==> src/rtl/elevator_call_register_if.sv <==
// Button / call-request bundle between the car panel front end and the
// elevator sequencing FSM. The master side drives the raw buttons and car
// status; the slave side (the call register) returns clean request levels.
interface elevator_call_register_if #(
  parameter int NUM_FLOORS = 8
);
  localparam int CNT_W = $clog2(NUM_FLOORS + 1);

  logic [NUM_FLOORS-1:0] btn_raw;
  logic                  open_raw;
  logic                  close_raw;
  logic                  door_open;
  logic [2:0]            car_floor;
  logic                  floor_valid;
  logic                  cancel_all;

  logic [NUM_FLOORS-1:0] req;
  logic                  open_cmd;
  logic                  close_cmd;
  logic                  req_any;
  logic [CNT_W-1:0]      req_count;

  modport master (
    output btn_raw, open_raw, close_raw, door_open, car_floor, floor_valid, cancel_all,
    input  req, open_cmd, close_cmd, req_any, req_count
  );

  modport slave (
    input  btn_raw, open_raw, close_raw, door_open, car_floor, floor_valid, cancel_all,
    output req, open_cmd, close_cmd, req_any, req_count
  );
endinterface

==> src/rtl/elevator_call_register.sv <==
// Elevator call register: synchronises and debounces the car buttons, latches
// one call per floor on each fresh press, and drops a call once the car stands
// at that floor with the doors open. Door open/close requests pass through as
// debounced levels, with open taking precedence over close.
module elevator_call_register #(
  parameter int NUM_FLOORS      = 8,
  parameter int DEBOUNCE_CYCLES = 4,
  parameter int DB_W            = 3
) (
  input  logic                        clk,
  input  logic                        rst,
  elevator_call_register_if.slave     bus
);

  localparam int NIN   = NUM_FLOORS + 2;   // floor buttons, then open, then close
  localparam int CNT_W = $clog2(NUM_FLOORS + 1);
  localparam logic [DB_W-1:0] DB_TC = DB_W'(DEBOUNCE_CYCLES - 1);

  logic [NIN-1:0]        raw;
  logic [NIN-1:0]        s1;
  logic [NIN-1:0]        s2;
  logic [NIN-1:0]        db;
  logic [DB_W-1:0]       cnt [NIN];
  logic [NUM_FLOORS-1:0] db_q;

  logic [NUM_FLOORS-1:0] req_q;
  logic                  open_q;
  logic                  close_q;

  logic [NUM_FLOORS-1:0] set_mask;
  logic [NUM_FLOORS-1:0] clr_mask;
  logic [CNT_W-1:0]      pop;

  assign raw = {bus.close_raw, bus.open_raw, bus.btn_raw};

  // Two-flop synchroniser plus per-input debounce: db only follows s2 after
  // DEBOUNCE_CYCLES consecutive mismatching samples.
  always_ff @(posedge clk) begin
    if (rst) begin
      s1   <= '0;
      s2   <= '0;
      db   <= '0;
      db_q <= '0;
      for (int i = 0; i < NIN; i++) cnt[i] <= '0;
    end else begin
      s1   <= raw;
      s2   <= s1;
      db_q <= db[NUM_FLOORS-1:0];
      for (int i = 0; i < NIN; i++) begin
        if (s2[i] == db[i]) begin
          cnt[i] <= '0;
        end else if (cnt[i] == DB_TC) begin
          db[i]  <= s2[i];
          cnt[i] <= '0;
        end else begin
          cnt[i] <= cnt[i] + 1'b1;
        end
      end
    end
  end

  // Only a fresh debounced press sets a call, so a held button cannot
  // re-register a call that was served or cancelled while it was held.
  assign set_mask = db[NUM_FLOORS-1:0] & ~db_q;

  // Serve the floor the car is level at with doors open. Floors at or beyond
  // NUM_FLOORS never match a bit, so they clear nothing.
  always_comb begin
    clr_mask = '0;
    for (int i = 0; i < NUM_FLOORS; i++) begin
      if (bus.door_open && bus.floor_valid && (int'(bus.car_floor) == i)) clr_mask[i] = 1'b1;
    end
  end

  // Call latches and door commands; cancel beats clear beats set.
  always_ff @(posedge clk) begin
    if (rst) begin
      req_q   <= '0;
      open_q  <= 1'b0;
      close_q <= 1'b0;
    end else begin
      if (bus.cancel_all) req_q <= '0;
      else                req_q <= (req_q | set_mask) & ~clr_mask;
      open_q  <= db[NUM_FLOORS];
      close_q <= db[NUM_FLOORS+1] & ~db[NUM_FLOORS];
    end
  end

  // Popcount of the latched calls; combinational so it tracks req directly.
  always_comb begin
    pop = '0;
    for (int i = 0; i < NUM_FLOORS; i++) pop = pop + CNT_W'(req_q[i]);
  end

  assign bus.req       = req_q;
  assign bus.open_cmd  = open_q;
  assign bus.close_cmd = close_q;
  assign bus.req_any   = |req_q;
  assign bus.req_count = pop;

endmodule

==> src/flat_wrapper.sv <==
// flat-port wrapper written by rule: the top's interface ports become plain ports
module elevator_call_register_flat 
#(
  parameter int NUM_FLOORS      = 8,
  parameter int DEBOUNCE_CYCLES = 4,
  parameter int DB_W            = 3
)
  (clk, rst, bus_btn_raw, bus_open_raw, bus_close_raw, bus_door_open, bus_car_floor, bus_floor_valid, bus_cancel_all, bus_req, bus_open_cmd, bus_close_cmd, bus_req_any, bus_req_count);
  elevator_call_register_if #(.NUM_FLOORS(NUM_FLOORS)) bus_i ();
  input  logic clk;
  input  logic rst;
  input wire logic [$bits(bus_i.btn_raw)-1:0] bus_btn_raw;
  input wire logic [$bits(bus_i.open_raw)-1:0] bus_open_raw;
  input wire logic [$bits(bus_i.close_raw)-1:0] bus_close_raw;
  input wire logic [$bits(bus_i.door_open)-1:0] bus_door_open;
  input wire logic [$bits(bus_i.car_floor)-1:0] bus_car_floor;
  input wire logic [$bits(bus_i.floor_valid)-1:0] bus_floor_valid;
  input wire logic [$bits(bus_i.cancel_all)-1:0] bus_cancel_all;
  output wire logic [$bits(bus_i.req)-1:0] bus_req;
  output wire logic [$bits(bus_i.open_cmd)-1:0] bus_open_cmd;
  output wire logic [$bits(bus_i.close_cmd)-1:0] bus_close_cmd;
  output wire logic [$bits(bus_i.req_any)-1:0] bus_req_any;
  output wire logic [$bits(bus_i.req_count)-1:0] bus_req_count;
  assign bus_i.btn_raw = bus_btn_raw;
  assign bus_i.open_raw = bus_open_raw;
  assign bus_i.close_raw = bus_close_raw;
  assign bus_i.door_open = bus_door_open;
  assign bus_i.car_floor = bus_car_floor;
  assign bus_i.floor_valid = bus_floor_valid;
  assign bus_i.cancel_all = bus_cancel_all;
  assign bus_req = bus_i.req;
  assign bus_open_cmd = bus_i.open_cmd;
  assign bus_close_cmd = bus_i.close_cmd;
  assign bus_req_any = bus_i.req_any;
  assign bus_req_count = bus_i.req_count;
  elevator_call_register #(.NUM_FLOORS(NUM_FLOORS), .DEBOUNCE_CYCLES(DEBOUNCE_CYCLES), .DB_W(DB_W)) u_core (.clk(clk), .rst(rst), .bus(bus_i));
endmodule
==> config.mk <==
export PLATFORM = sky130hd
export DESIGN_NAME = elevator_call_register_flat
export DESIGN_NICKNAME = d
export VERILOG_FILES = /design/src/rtl/elevator_call_register_if.sv /design/src/rtl/elevator_call_register.sv /design/src/flat_wrapper.sv
export SDC_FILE = /design/constraint.sdc
export NUM_CORES = 1
export LEC_CHECK = 0
export ABC_AREA = 1
export BUFFER_PORTS_ARGS = -buffer_cell sky130_fd_sc_hd__buf_2
export CELL_PAD_IN_SITES_DETAIL_PLACEMENT = 0
export CELL_PAD_IN_SITES_GLOBAL_PLACEMENT = 2
export CORE_ASPECT_RATIO = 2
export CORE_MARGIN = 2
export CORE_UTILIZATION = 35
export CTS_CLUSTER_SIZE = 25
export DETAILED_ROUTE_END_ITERATION = 16
export PLACE_DENSITY = 0.87
export SLEW_MARGIN = 0
export SYNTH_ARGS = -nofsm -noshare
export SYNTH_HDL_FRONTEND = slang
export SYNTH_SLANG_ARGS = --single-unit
==> constraint.sdc <==
create_clock -name clk -period 7.8 [get_ports clk]
set_clock_uncertainty 0.2 [all_clocks]
set_input_delay 0 -clock clk [delete_from_list [all_inputs] [get_ports clk]]
set_output_delay 0 -clock clk [all_outputs]
set_load 0.01 [all_outputs]
==> summary.md, run 1 <==
| Metric | Value |
|---|---|
| Synth top cells by count | nor2_1, inv_1, nand2_1 |
| Core region area | 9320 sq um |
| FMAX | 0.304 GHz |
| Max Cap Viol | 0 |
| Drt total wl | 5340 um |
| RSZ-0062 raised after global routing | no |
| ANT nets after route | 0 |
| Ports | 33 |
| Yosys top cell area share | 28.8% |
| Count leader, synth | nor2_1 |
| Cell variety after synth | 19 |
| Max IR drop VDD | 110 uV |
| Register area share after synthesis | 55.9% |
| Final Hold Fails | 0 |
| Startpoint types | flop |
| Standard-cell rows | 50 |
| Wire per inst | 9.39 um |
| CTS H-tree lvls | 3 |
| # clock sinks | 78 |
| Final Wtd Congestion | 0.797 |
| Post-CTS Setup Inserts | 0 |
| Max_slew headroom | 39.7% |
| CTS resizes | 0 |
| GRT Total Usage | 11.8% |
| Starting Density | 35.7% |
| Final Util | 45.5% |
| Yosys warns | 0 |
| CTS tree | built |
| Pwr Density | 227 nW/um^2 |
| Syn Std Cell Area | 3330 sq um |
| Pleak | 2.11 nW |
| CP Capture Type | primary output |
| Crit-path max FO | 3 |
| Drt initial violations | 96 |
| Hold Buf Count CTS | 21 |
| Slowest stage cell, crit path | fa_1 |
| Clk Latency, worst-skew pair | 0.33 ns |
| Largest net degree at the start of global routing | 52 |
| Most frequent CP cell | fa_1 |
| Total CTS buffers | 9 |
| Area of the die | 10400 sq um |
| Ys async rst share | 0% |
| Ant. Diodes | 0 |
| Post-synthesis cell count | 372 |
| Max clock buf depth | 2 |
| Layout filler cell count | 928 |
| Worst-margin pin slew | 0.905 ns |
| Setup total negative slack | 0 ns |
| Nets | 506 |
| Top post-synthesis cells by area | dfxtp_1, edfxtp_1, nor2_1, inv_1, ha_1 |
| First-pass GRT wire length | 9350 um |
| Register clock-pin slew on the reported worst setup and hold paths | 0.06 ns |
| Vias per cell | 4.14 |
| IO buf count | 32 |
| Via count | 2354 |
| Clock Root Buffer | clkbuf_16 |
| Initial antenna violation count | 0 |
| Critical path type | flop to primary output |
| Average size of a mapped cell | 8.96 sq um |
| Sequence of cells on the critical path | inv_1 > ha_1 > inv_1 > fa_1 > fa_1 > fa_1 > fa_1 > xnor2_1 > buf_2 |
| Max-slew violation count | 0 |
| Vias in the first global route | 2315 |
| Final Cell Area | 4250 sq um |
| Worst Path Required | 7.60 ns |
| Die X | 73.0 um |
| Final setup fails | 0 |
| Worst Hold Class | input pin to flop |
| Tcrit/Tclk final | 42.1% |
| # DRC | 0 |
| Area Overhead vs Synth | 27.4% |
| Status | finished, final reports clean |
| Crit path largest cell delay | 0.50 ns |
| Global route total overflow | 0 |
| Seq cells post-synth | 78 |
| Min cycle time layout | 3.29 ns |
| Power Total | 0.000962 W |
| Bufs and invs on worst path | 3 |
| Worst Path Arrival | 3.09 ns |
| Post-synth top area cell | dfxtp_1 |
| Crit path max-delay family | adder cells |
| Post-placement cell area | 3700 sq um |
| DP Wirelength | 3800 um |
| Die Y | 142 um |
| Layout cells sized above 1 | 10.1% |
| Predominant post-synthesis flop cell | dfxtp_1 |
| Initial DRT Pass Iterations | 4 |
| Number of flops mapped to enable cells by yosys | 30 |
[layer usage]
layer	share of wire, %	up-vias	track usage, %
met4	2.7	0	7.89
met1	43	1044	12.3
met5	0	-	0
met3	2.8	10	2.62
met2	51	30	20.4
li1	-	1270	-
[cells by family (layout without fill, tap and decap cells)]
| family | count (synthesis) | after routing | share of synthesized area [%] |
|---|---|---|---|
| simple gates | 153 | 153 | 17.9 |
| fa+ha+maj | 28 | 28 | 11.4 |
| xor+xnor | 1 | 1 | 0.263 |
| buf+inv | 90 | 154 | 10.6 |
| other cells | 1 | 30 | 0.113 |
| flops | 78 | 78 | 55.9 |
| compound gates | 21 | 21 | 3.91 |
[worst paths after layout]
check	from	end	slack, ns	cells after the start
max	u_core.bus.req[0]	bus_req_count[2]	4.51	9
min	rst	u_core.s1[5]	0.08	2
max reg2reg	u_core.cnt[3][0]	u_core.cnt[3][2]	6.26	5
min reg2reg	u_core.s1[8]	u_core.s2[8]	0.20	2
[per-stage QoR]
step / instances / hold slack (ns) / setup WS [ns]
global route: 569 / 0.148 / 4.37
detailed placement: 532 / 0.00705 / 4.84
floorplan: 401 / -0.0930 / 4.93
CTS: 569 / 0.111 / 4.47
finish: 569 / 0.0784 / 4.51
global placement: 532 / -0.000542 / 4.92
[report_power, final]
group	switching [W]	internal, W
logic	0.0000315	0.0000251
clock network	0.000151	0.000308
registers	0.00000690	0.000440
[cells in the final DEF (no fill, tap or decap), types with 4 or more instances in the layout]
| cell | count |
|---|---|
| o21bai_1 | 10 |
| nand2_1 | 50 |
| dlygate4sd3_1 | 21 |
| fa_1 | 4 |
| inv_1 | 85 |
| conb_1 | 30 |
| buf_2 | 32 |
| nor2_1 | 88 |
| dfxtp_1 | 48 |
| clkbuf_16 | 10 |
| edfxtp_1 | 30 |
| a21oi_1 | 10 |
| ha_1 | 24 |
| nand3_1 | 12 |
[flip-flops by register name, indices dropped and copies added, names as in the netlist]
signal	count
u_core.cnt	30
u_core.db	10
u_core.s1	10
u_core.s2	10
u_core.bus.req	8
u_core.db_q	8
u_core.bus.close_cmd	1
u_core.bus.open_cmd	1
[final cells by class]
cell class              count  area (sq um)  share of cell area, %
clock buffers              13           272                   6.40
clock inverters             3          65.1                   1.53
inverters                  85           319                   7.52
multi-input cells         233          1230                   28.9
flip-flops and latches     78          1860                   43.9
well taps                 104           130                   3.07
repair buffers             53           370                   8.72
Note: power is estimated with default switching activity, not from simulation.
==> run 2: changes to the inputs <==
--- a/config.mk
+++ b/config.mk
@@ -11,10 +11,10 @@
 export CELL_PAD_IN_SITES_GLOBAL_PLACEMENT = 2
 export CORE_ASPECT_RATIO = 2
 export CORE_MARGIN = 2
-export CORE_UTILIZATION = 35
+export CORE_UTILIZATION = 32
 export CTS_CLUSTER_SIZE = 25
 export DETAILED_ROUTE_END_ITERATION = 16
-export PLACE_DENSITY = 0.87
+export PLACE_DENSITY = 0.85
 export SLEW_MARGIN = 0
 export SYNTH_ARGS = -nofsm -noshare
 export SYNTH_HDL_FRONTEND = slang
==> constraint.sdc (replaced) <==
create_clock -name clk -period 2.9 [get_ports clk]
set_clock_uncertainty 0.2 [all_clocks]
set_input_delay 0 -clock clk [delete_from_list [all_inputs] [get_ports clk]]
set_output_delay 0 -clock clk [all_outputs]
set_load 0.01 [all_outputs]
==> summary.md, run 2 (same netlist as run 1, synthesis figures left out) <==
| Metric | Value |
|---|---|
| CTS tree | built |
| Most frequent cells in the layout | nor2_1, inv_1, nand2_1 |
| Ports | 33 (unchanged) |
| Final setup fails | 2 (+2) |
| Worst Hold Class | input pin to flop |
| Drt initial violations | 60 (-38%) |
| Core region area | 10100 sq um (+8.9%) |
| Final Wtd Congestion | 0.716 (-10%) |
| Global route total overflow | 0 (unchanged) |
| Worst Path Arrival | 2.97 ns (-0.12 ns) |
| Wire per inst | 8.81 um (-6.2%) |
| Max reg flops | 30 (unchanged) |
| Startpoint types | flop |
| Min cycle time layout | 3.17 ns |
| IO buf count | 32 (unchanged) |
| Max-slew violation count | 0 (unchanged) |
| Hold Path End | u_core.s1[9] |
| Die X | 76.2 um (+4.3%) |
| RSZ-0062 raised after global routing | yes |
| Pleak | 2.11 nW (about the same) |
| Area Overhead vs Synth | 28.6% |
| Initial DRT Pass Iterations | 4 (unchanged) |
| Setup total negative slack | -0.519 ns (-0.519 ns) |
| FMAX | 0.316 GHz |
| Standard-cell rows | 52 (+4.0%) |
| CTS H-tree lvls | 3 (unchanged) |
| Nets | 513 (+1.4%) |
| Largest net degree at the start of global routing | 43 (-17%) |
| Crit path largest cell delay | 0.51 ns (about the same) |
| GRT Total Usage | 10.6% (-1.3 points) |
| Worst reg2reg path depth | 5 (unchanged) |
| Final Hold Fails | 0 (unchanged) |
| Most frequent CP cell | fa_1 |
| Status | finished with violations |
| Failing checks | negative setup slack |
| Die Y | 148 um (+4.5%) |
| Register clock-pin slew on the reported worst setup and hold paths | 0.06 ns (about the same) |
| Worst Hold Launch | rst |
| Max_slew headroom | 51.3% (+12 points) |
| Post-route setup slack | -0.266 ns (-4.78 ns) |
| Max Cap Viol | 0 (unchanged) |
| Critical path type | flop to primary output |
| Most flops, register | u_core.cnt |
| Worst Path Required | 2.70 ns (-4.90 ns) |
| Hold depth | 2 (unchanged) |
| RR Endpoint | u_core.cnt[8][1] |
| Drt total wl | 5350 um (about the same) |
| Final Cell Area | 4290 sq um (+0.94%) |
| Starting Density | 32.8% (-2.9 points) |
| Crit-path max FO | 2 (-1) |
| Max IR drop VDD | 272 uV (+150%) |
| Ant. Diodes | 0 (unchanged) |
| Total CTS buffers | 9 (unchanged) |
| R2r setup slk | 1.37 ns (-4.89 ns) |
| Worst-margin pin slew | 0.730 ns (-0.174 ns) |
| Tcrit/Tclk final | 109% |
| CP Capture Type | primary output |
| # clock sinks | 78 (unchanged) |
| Pwr Density | 551 nW/um^2 (+140%) |
| Most common cell after layout, fill and taps aside | nor2_1 |
| Vias per cell | 3.98 (-3.8%) |
| Area of the die | 11300 sq um (+9.0%) |
| Slowest stage cell, crit path | fa_1 |
| Initial antenna violation count | 0 (unchanged) |
| Sequence of cells on the critical path | inv_2 > ha_4 > inv_2 > fa_1 > fa_1 > fa_2 > fa_1 > xnor2_1 > buf_2 |
| Post-placement cell area | 3770 sq um (+1.9%) |
| Critical R2R Launch | u_core.cnt[8][0] |
| Via count | 2415 (+2.6%) |
| Clock Root Buffer | clkbuf_16 |
| Clk Latency, worst-skew pair | 0.33 ns (about the same) |
| # DRC | 0 (unchanged) |
| Layout cells sized above 1 | 12.9% (+2.8 points) |
| Vias in the first global route | 2267 (-2.1%) |
| ANT nets after route | 0 (unchanged) |
| Max clock buf depth | 2 (unchanged) |
| First-pass GRT wire length | 9320 um (-0.36%) |
| DP Wirelength | 3910 um (+3.0%) |
==> run 2: layer usage <==
| layer | global-route usage, % | vias to the layer above | share of wire (%) |
|---|---|---|---|
| met2 | 18.5 | 36 | 52 |
| met4 | 6.00 | 0 | 2.0 |
| li1 | - | 1286 | - |
| met5 | 0 | - | 0 |
| met3 | 3.34 | 6 | 3.6 |
| met1 | 11.1 | 1087 | 43 |
==> run 2: worst max path at each step <==
stage,startpoint,slack [ns],endpoint
floorplan,u_core.bus.req[0],0.03,bus_req_count[2]
global placement,u_core.bus.req[0],0.02,bus_req_count[2]
detailed placement,u_core.bus.req[0],-0.03,bus_req_count[2]
CTS,u_core.bus.req[1],-0.29,bus_req_count[2]
global route,u_core.bus.req[1],-0.37,bus_req_count[2]
finish,u_core.bus.req[1],-0.27,bus_req_count[2]
==> run 2: what timing repair did <==
item / in CTS / in global routing
hold buffers: 21 / 0
endpoints found under the setup margin: 3 / 3
setup buffers: 1 / 2
gates resized for setup: 7 / 0
endpoints found under the hold margin: 18 / 0
==> run 2: power by group <==
group | leakage, nW | switching [W] | internal, W
registers | 0.703 | 0.0000186 | 0.00118
clock network | 0.130 | 0.000421 | 0.000580
logic | 1.28 | 0.0000855 | 0.0000711
==> run 2: cell type report <==
| class | instances | area [sq um] |
|---|---|---|
| tap | 135 | 169 |
| clock inverter | 5 | 35.0 |
| sequential | 78 | 1860 |
| inverter | 85 | 319 |
| timing repair buffer | 60 | 423 |
| multi-input combinational | 233 | 1240 |
| clock buffer | 11 | 233 |
| fill | 1059 | 5860 |
==> run 2: worst max-delay path, delay by kind of cell, from the launching register on <==
| kind | cells | cell delay [ns] |
|---|---|---|
| xor+xnor | 1 | 0.13 |
| buf+inv | 3 | 0.22 |
| fa+ha+maj | 5 | 1.96 |
| flops | 1 | 0.33 |
==> run 2: stage by stage <==
step,worst slack [ns],power [W],std cells,util [%],hold WS [ns]
6_report,-0.266,0.00236,607,42.2,0.0130
3_3_place_gp,0.0202,0.00136,567,37.1,0.000791
2_1_floorplan,0.0254,0.00132,401,-,-0.0930
4_1_cts,-0.292,0.00240,605,42.1,0.0311
5_1_grt,-0.367,0.00247,607,42.2,0.0688
3_5_place_dp,-0.0271,0.00136,567,37.1,0.00704
